### src/rtl/main_memory_pkg.sv
// main_memory_pkg
// Shared definitions for the main memory block: default geometry, the
// controller state encoding and the even-parity helper used when the
// optional parity feature (MAIN_MEM_PARITY_EN) is compiled in.
package main_memory_pkg;

  localparam int DATA_W_DEF = 16;
  localparam int ADDR_W_DEF = 8;

  // Widest data word the parity helper accepts; callers zero-extend.
  localparam int PAR_MAX_W = 64;

  typedef enum logic {
    INIT = 1'b0,  // post-reset clear sweep, busy=1
    IDLE = 1'b1   // serving requests
  } state_t;

  // Even parity: the returned bit makes the total count of ones even.
  function automatic logic parity(input logic [PAR_MAX_W-1:0] d);
    return ^d;
  endfunction

endpackage

### src/rtl/main_memory_array.sv
// main_memory_array
// Storage array: one write port and one registered read port sharing a
// single address. The read register clears on reset so the data output
// starts at 0; the array contents themselves are never reset.
//
// Ports:
//   clk    in  1        clock
//   reset  in  1        synchronous active-high reset (read register only)
//   we     in  1        write enable
//   re     in  1        read enable; loads the read register
//   addr   in  ADDR_W   word address
//   wdata  in  W        write word
//   rdata  out W        registered read word; holds between reads
module main_memory_array #(
  parameter int W      = 16,
  parameter int ADDR_W = 8
) (
  input  logic              clk,
  input  logic              reset,
  input  logic              we,
  input  logic              re,
  input  logic [ADDR_W-1:0] addr,
  input  logic [W-1:0]      wdata,
  output logic [W-1:0]      rdata
);

  logic [W-1:0] mem [2**ADDR_W];
  logic [W-1:0] rdata_reg;

  always_ff @(posedge clk) begin
    if (we) begin
      mem[addr] <= wdata;
    end
  end

  always_ff @(posedge clk) begin
    if (reset) begin
      rdata_reg <= '0;
    end else if (re) begin
      rdata_reg <= mem[addr];
    end
  end

  assign rdata = rdata_reg;

endmodule

### src/rtl/main_memory.sv
// main_memory
// Single-port word-addressed main memory with a req/ack handshake and
// one-cycle latency. After reset it sweeps every word to zero (busy=1)
// before accepting requests. Scan pins are placeholders for chains that
// synthesis stitches in; the RTL ties their outputs low.
//
// Optional feature macro: MAIN_MEM_PARITY_EN
//   adds a stored even-parity bit per word, input par_inj (invert the
//   stored parity on a write) and output par_err (parity mismatch on read).
//
// Ports:
//   clk, reset            clock, synchronous active-high reset
//   req, we, addr, wdata  request (held until ack), write flag, address, data
//   ack                   one-cycle completion pulse
//   rdata                 read data, valid with ack on a read, else held
//   busy                  high during the post-reset clear
//   scan_in0..4, scan_enable, test_mode   scan/DFT inputs, unused in RTL
//   scan_out0..4          scan outputs, tied to 0
//   par_inj, par_err      parity inject / error (MAIN_MEM_PARITY_EN only)
module main_memory
  import main_memory_pkg::*;
#(
  parameter int DATA_W = DATA_W_DEF,
  parameter int ADDR_W = ADDR_W_DEF
) (
  input  logic              clk,
  input  logic              reset,
  input  logic              req,
  input  logic              we,
  input  logic [ADDR_W-1:0] addr,
  input  logic [DATA_W-1:0] wdata,
  output logic              ack,
  output logic [DATA_W-1:0] rdata,
  output logic              busy,
`ifdef MAIN_MEM_PARITY_EN
  input  logic              par_inj,
  output logic              par_err,
`endif
  input  logic              scan_in0,
  input  logic              scan_in1,
  input  logic              scan_in2,
  input  logic              scan_in3,
  input  logic              scan_in4,
  input  logic              scan_enable,
  input  logic              test_mode,
  output logic              scan_out0,
  output logic              scan_out1,
  output logic              scan_out2,
  output logic              scan_out3,
  output logic              scan_out4
);

`ifdef MAIN_MEM_PARITY_EN
  localparam int MEM_W = DATA_W + 1;
`else
  localparam int MEM_W = DATA_W;
`endif

  state_t            state_reg, state_next;
  logic [ADDR_W-1:0] counter_reg, counter_next;
  logic              ack_reg, ack_next;
  logic              rd_reg, rd_next;     // the access being acked is a read
  logic              mem_we, mem_re;
  logic [ADDR_W-1:0] mem_addr;
  logic [MEM_W-1:0]  mem_wdata, mem_rdata, write_word;

`ifdef MAIN_MEM_PARITY_EN
  assign write_word = {parity(PAR_MAX_W'(wdata)) ^ par_inj, wdata};
`else
  assign write_word = wdata;
`endif

  always_comb begin
    state_next   = state_reg;
    counter_next = counter_reg;
    ack_next     = 1'b0;
    rd_next      = rd_reg;
    mem_we       = 1'b0;
    mem_re       = 1'b0;
    mem_addr     = addr;
    mem_wdata    = write_word;
    case (state_reg)
      INIT: begin
        // Zero word (parity 0 is consistent with all-zero data).
        mem_we       = 1'b1;
        mem_addr     = counter_reg;
        mem_wdata    = '0;
        counter_next = counter_reg + 1'b1;
        if (counter_reg == {ADDR_W{1'b1}}) begin
          state_next = IDLE;
        end
      end
      IDLE: begin
        // ack high blocks acceptance, enforcing the 2-cycle request spacing.
        if (req && !ack_reg) begin
          ack_next = 1'b1;
          rd_next  = !we;
          mem_we   = we;
          mem_re   = !we;
        end
      end
      default: state_next = INIT;
    endcase
    // Contents must stay untouched at a reset edge.
    if (reset) begin
      mem_we = 1'b0;
      mem_re = 1'b0;
    end
  end

  always_ff @(posedge clk) begin
    if (reset) begin
      state_reg   <= INIT;
      counter_reg <= '0;
      ack_reg     <= 1'b0;
      rd_reg      <= 1'b0;
    end else begin
      state_reg   <= state_next;
      counter_reg <= counter_next;
      ack_reg     <= ack_next;
      rd_reg      <= rd_next;
    end
  end

  main_memory_array #(
    .W      (MEM_W),
    .ADDR_W (ADDR_W)
  ) u_array (
    .clk   (clk),
    .reset (reset),
    .we    (mem_we),
    .re    (mem_re),
    .addr  (mem_addr),
    .wdata (mem_wdata),
    .rdata (mem_rdata)
  );

  assign ack   = ack_reg;
  assign busy  = (state_reg == INIT);
  assign rdata = mem_rdata[DATA_W-1:0];

`ifdef MAIN_MEM_PARITY_EN
  // Derived from the read register and ack/read flags, so it changes only
  // at the edge that loads rdata and is gated to the read's ack cycle.
  assign par_err = ack_reg && rd_reg &&
                   (parity(PAR_MAX_W'(mem_rdata[DATA_W-1:0])) != mem_rdata[DATA_W]);
`endif

  assign scan_out0 = 1'b0;
  assign scan_out1 = 1'b0;
  assign scan_out2 = 1'b0;
  assign scan_out3 = 1'b0;
  assign scan_out4 = 1'b0;

  logic unused_scan;
  assign unused_scan = ^{scan_in0, scan_in1, scan_in2, scan_in3, scan_in4,
                         scan_enable, test_mode};

endmodule

### config.mk
export PLATFORM = sky130hd
export DESIGN_NAME = main_memory
export DESIGN_NICKNAME = d
export VERILOG_FILES = /design/src/rtl/main_memory_pkg.sv /design/src/rtl/main_memory_array.sv /design/src/rtl/main_memory.sv
export SDC_FILE = /design/constraint.sdc
export NUM_CORES = 2
export LEC_CHECK = 0
export BUFFER_PORTS_ARGS = -buffer_cell sky130_fd_sc_hd__buf_4
export CAP_MARGIN = 10
export CORE_ASPECT_RATIO = 2
export CORE_MARGIN = 2
export CORE_UTILIZATION = 25
export DETAILED_ROUTE_END_ITERATION = 8
export PLACE_DENSITY = 0.36
export SETUP_SLACK_MARGIN = 0.15
export SLEW_MARGIN = 20
export SYNTH_ARGS = -nofsm -noshare
export SYNTH_HDL_FRONTEND = slang
export SYNTH_SLANG_ARGS = --single-unit
### constraint.sdc
create_clock -name clk -period 6.8 [get_ports clk]
set_clock_uncertainty 0.15 [all_clocks]
set_input_delay 0.34 -clock clk [delete_from_list [all_inputs] [get_ports clk]]
set_output_delay 0.34 -clock clk [all_outputs]
set_load 0.005 [all_outputs]
### Yosys cells after proc, flatten, opt, wreduce, memory -nomap -nowiden

Memories as Yosys holds them, arrays and structs flattened. A register that Yosys moved wholly into a read port is not among the register bits.
Cells that the tools add are included.

* add/subtract/negate cells: 1
* equality and inequality tests: 1
* mux-type cells: 13
* bitwise logic cells: 1
* reductions and logical operators: 4

Operator list (count)
* $mux W16: 1
* $mux W1: 10
* $add A8 B1 Y8 const B: 1
* $eq A8 B8 Y1 const B: 1
* $mux W8: 1
* $logic_not A1 Y1: 2
* $pmux W1 S2: 1
* $reduce_or A2 Y1: 1
* $logic_and A1 B1 Y1: 1
* $not A1 Y1: 1

* register bits: 10
* RAM bits: 4096
* input bits: 35
* output and inout bits: 23
* logic and storage cells: 24
* memories kept: 1

Memory list
* u_array.mem: depth 256, width 16, read ports 1, clocked after memory_dff 1, wr ports 1, line main_memory_array.sv:27 `logic [W-1:0] mem [2**ADDR_W];`

### Longest topological paths before layout

* word-level depth: 7
* depth in mapped cells: 12
* gate-level depth less buffers: 7

### Modules after synthesis

A second synthesis with hierarchy kept.

* cells, all modules: 7119
* area, all modules: 157457.3 sq um

By module, submodules not included
* main_memory_array: times used 1, cells an instance 7039, area an instance 156771.6 sq um, seq. area each 123318.3 sq um
* main_memory: times used 1, cells an instance 80, area an instance 685.7 sq um, seq. area each 200.2 sq um

### Worst setup path before layout

Ideal clock, no wire load.

* path type: register -> register
* start: reg state_reg
* end: mem u_array.mem[0][10] (data pin)
* library setup time: 0.867 ns
* arrival time: 4.978 ns
* data required time: 5.783 ns
* setup slack: 0.806 ns
* stages on the path, launching flop included: 8
* path buffers: 6
* period minus slack after synthesis: 5.994 ns
* path through: dfxtp_1 > buf_6 > clkbuf_1 > clkbuf_1 > buf_2 > clkbuf_1 > clkbuf_1 > and2_1

* cells in the longest elaborated chain, start to end: 1

Ends and longest elaborated chain
* start: declaration: line main_memory.sv:59 `state_t state_reg, state_next;`
* start signal: assignment: line main_memory.sv:118 `state_reg <= state_next;`
* $mux W16: line main_memory.sv:82 `case (state_reg)`
* net mem_wdata[10]: line main_memory.sv:65 `logic [MEM_W-1:0] mem_wdata, mem_rdata, write_word;`
* end: declaration: line main_memory_array.sv:27

The timed path passes the listed nets, and every way through them passes these cells.

### Final worst setup path

* start: reg state_reg
* end: reg u_array.rdata_reg[9], in the netlist u_array.rdata[9] (read register of u_array.mem)

* cells in the longest elaborated chain, start to end: 2
* elaborated cells between the ends (all ways): 3
* those cells by class: mux: 3

Ends and longest elaborated chain
* $mux W1: line main_memory.sv:82
* $mux W1: line main_memory.sv:105 `if (reset) begin`
* end: declaration: line main_memory_array.sv:28 `logic [W-1:0] rdata_reg;`

Several ways; a longest one is shown, not always the timed one.
A chain may end at the register's enable or synchronous reset.

==> impl_metrics.tcl <==
set metrics [dict create \
    async_flop_share_pct 0 \
    netlist_top_cells_area "edfxtp_1 (78%), mux4_2 (15%), nand2_1 (1.7%)" \
    clock_path_buffers 4 \
    grt_pass1_wl_um 724000 \
    critPathKind "reg2reg" \
    cp.buffers_inverters 5 \
    tightest_slew_ns 1.20 \
    rows 411 \
    setup_viol 0 \
    ys_ff_latch 4122 \
    routed-via-count 75600 \
    cp_top_family "buffers and inverters" \
    yosysMostFrequentCell "edfxtp_1" \
    synth_top_cell_by_area "edfxtp_1" \
    synthTopCellsByCount "edfxtp_1 (4096), mux4_2 (1024), nand2_1 (727), nor2_1 (241), clkbuf_1 (230)" \
    drc 0 \
    io_pins 58 \
    fin_ws_ns 1.25 \
    irDropWorstVdd_uv 195 \
    wl_per_cell_um 32.7 \
    drt_first_pass_iters 5 \
    ys_types 52 \
    slew_headroom_pct 20.2 \
    status "complete, no violations" \
    avgSynthCellArea_um2 21.8 \
    hpwlAfterDp_um 338000 \
    arrival_ns 6.20 \
    p_leak_uw 0.0579 \
    max_stage_delay_ns 0.76 \
    largest_reg_flops 4096 \
    port_buffers 45 \
    yosysTopAreaCellShare_pct 78.3 \
    worstSetupStartpointType "flop" \
    track_usage_pct 16.5 \
    pwr_density_cell_mw_per_mm2 280 \
    ys_seq_area_share_pct 78.7 \
    wirelength_um 534000 \
    grt_pass1_vias 81000 \
    crit_path_end_kind "flop" \
    antenna_found_initial 23 \
    synthCells 7206 \
    core_mm2 0.626 \
    initial_core_util_pct 25.1 \
    grt_overflow 0 \
    fin_setup_tns_ns 0 \
    cts_resized 0 \
    detail-route-antenna-nets 0 \
    cts_buffers 376 \
    cts_tree "built" \
    clk_latency_ns 0.95 \
    clk_pin_slew_worst_paths_ns 0.07 \
    pre_cts_ws_ns 1.02 \
    final_nets 7783 \
    ys_warn_count 0 \
    period_share_pct 81.7 \
    drive_above_1_share_pct 28.8 \
    die_y_um 1120 \
    rsz0062_at_grt "no" \
    cp_common_cell "buf_4" \
    area_growth_syn_to_layout_pct 17.0 \
    path_cells "buf_4 > mux2_8 > buf_12 > buf_4 > buf_4 > mux4_2 > a22oi_1 > a21oi_1 > nor3_1 > buf_4 > and3_1 > a31oi_1" \
    postLayoutCellArea_mm2 0.184 \
    max_freq_mhz 180 \
    post-route-min-period_ns 5.55 \
    path_max_fanout 39 \
    finalHoldViolations 0 \
    hp-class "in2reg" \
    drt_iter0_markers 6369 \
    grt_max_degree 165 \
    gp_routability_congestion 0.753 \
    die_w_um 564 \
    max_cap_violations 0 \
    dpl_cell_area_mm2 0.172 \
    slew_viol_final 0 \
    drt-vias-per-instance 4.64 \
    htree_levels 5 \
    synth_edf_count 4096 \
    synthFlopType "edfxtp_1" \
    syn_area_mm2 0.157 \
    fin_hold_ws_ns 0.0511 \
    dieArea_mm2 0.635 \
    crit_slowest_cell "mux2_8" \
    clock-sinks 4122 \
    clockRootBuffer "clkbuf_16" \
    required_ns 7.45 \
]
## worst reg2reg max path: cells and delay by family, from the launching register on
kind / cells / cell delay [ns]
multiplexers: 2 / 1.11
flip-flops: 1 / 0.66
buffers and inverters: 5 / 1.75
AO/OA/AOI/OAI: 3 / 0.94
AND/OR/NAND/NOR: 2 / 0.77
## kinds of logic (layout without fill, tap and decap cells)
| group | after synthesis | in the layout | synth area share, % |
|---|---|---|---|
| DFF | 4122 | 4122 | 78.7 |
| AOI/OAI and AO/OA | 532 | 532 | 2.59 |
| and+or+nand+nor | 1077 | 1077 | 2.72 |
| xor gates and xnor gates | 5 | 5 | 0.0279 |
| buffers and inverters | 439 | 1272 | 1.27 |
| adders and majority gates | 1 | 1 | 0.00797 |
| muxes | 1029 | 1029 | 14.7 |
| other | 1 | 20 | 0.00239 |
## stage by stage
step / total power, uW / cells / util (%)
finish: 51400 / 16300 / 29.4
global route: 52900 / 16300 / 29.4
CTS: 52200 / 16300 / 29.3
detailed placement: 30900 / 15600 / 27.4
global placement: 30900 / 15600 / 27.4
floorplan: 29700 / 7210 / -
## per-layer routing
metal  vias to the layer above  global-route usage, %  part of all wire, %
met4                         0                   5.27                  3.6
met1                     42300                   18.2                   36
met2                      1616                   32.6                   57
met5                         -                      0                    0
met3                       485                   1.47                  3.2
li1                      31200                      -                    -
## power by group
part	internal, uW	switching (uW)
sequential	27500	7.11
combinational	1120	1590
clock	11400	9810
## area by class of cell
| class | count | area [um^2] |
|---|---|---|
| Multi-Input combinational cell | 2649 | 32800 |
| Fill cell | 60900 | 442000 |
| Inverter | 5 | 18.8 |
| Clock inverter | 201 | 1870 |
| Antenna cell | 15 | 37.5 |
| Tap cell | 8260 | 10300 |
| Sequential cell | 4122 | 124000 |
| Timing Repair Buffer | 593 | 5340 |
| Clock buffer | 473 | 9860 |
## placed cells by master, fill, tap and decap left out, types with 32 or more instances in the layout
master        n
a22oi_1     160
o41ai_2      32
edfxtp_1   4096
clkinv_2     48
nor3_2       32
clkinv_1     87
buf_12       58
buf_4       511
nor2_4       42
mux4_2     1024
nor2_2       43
a41oi_1     162
a21oi_1     104
clkbuf_1     93
clkbuf_16   380
nand2_1     725
nor2_1      156
## path summary, 6_finish.rpt
| path | from | endpoint | slack (ns) | cells after the start |
|---|---|---|---|---|
| setup / recovery | state_reg$_SDFF_PP0_ | u_array.rdata[9]$_SDFFE_PP0P_ | 1.25 | 12 |
| hold / removal | wdata[4] | u_array.mem[188][4]$_DFFE_PP_ | 0.05 | 2 |
| setup reg to reg | state_reg$_SDFF_PP0_ | u_array.rdata[9]$_SDFFE_PP0P_ | 1.25 | 12 |
| hold reg to reg | ack$_SDFF_PP0_ | ack$_SDFF_PP0_ | 0.41 | 1 |
## repair_timing
item                                   CTS  global route
endpoints found under the hold margin  279             0
hold buffers                            18             0
buffers inserted                         0             0
Power figures use the tool's default switching activity.
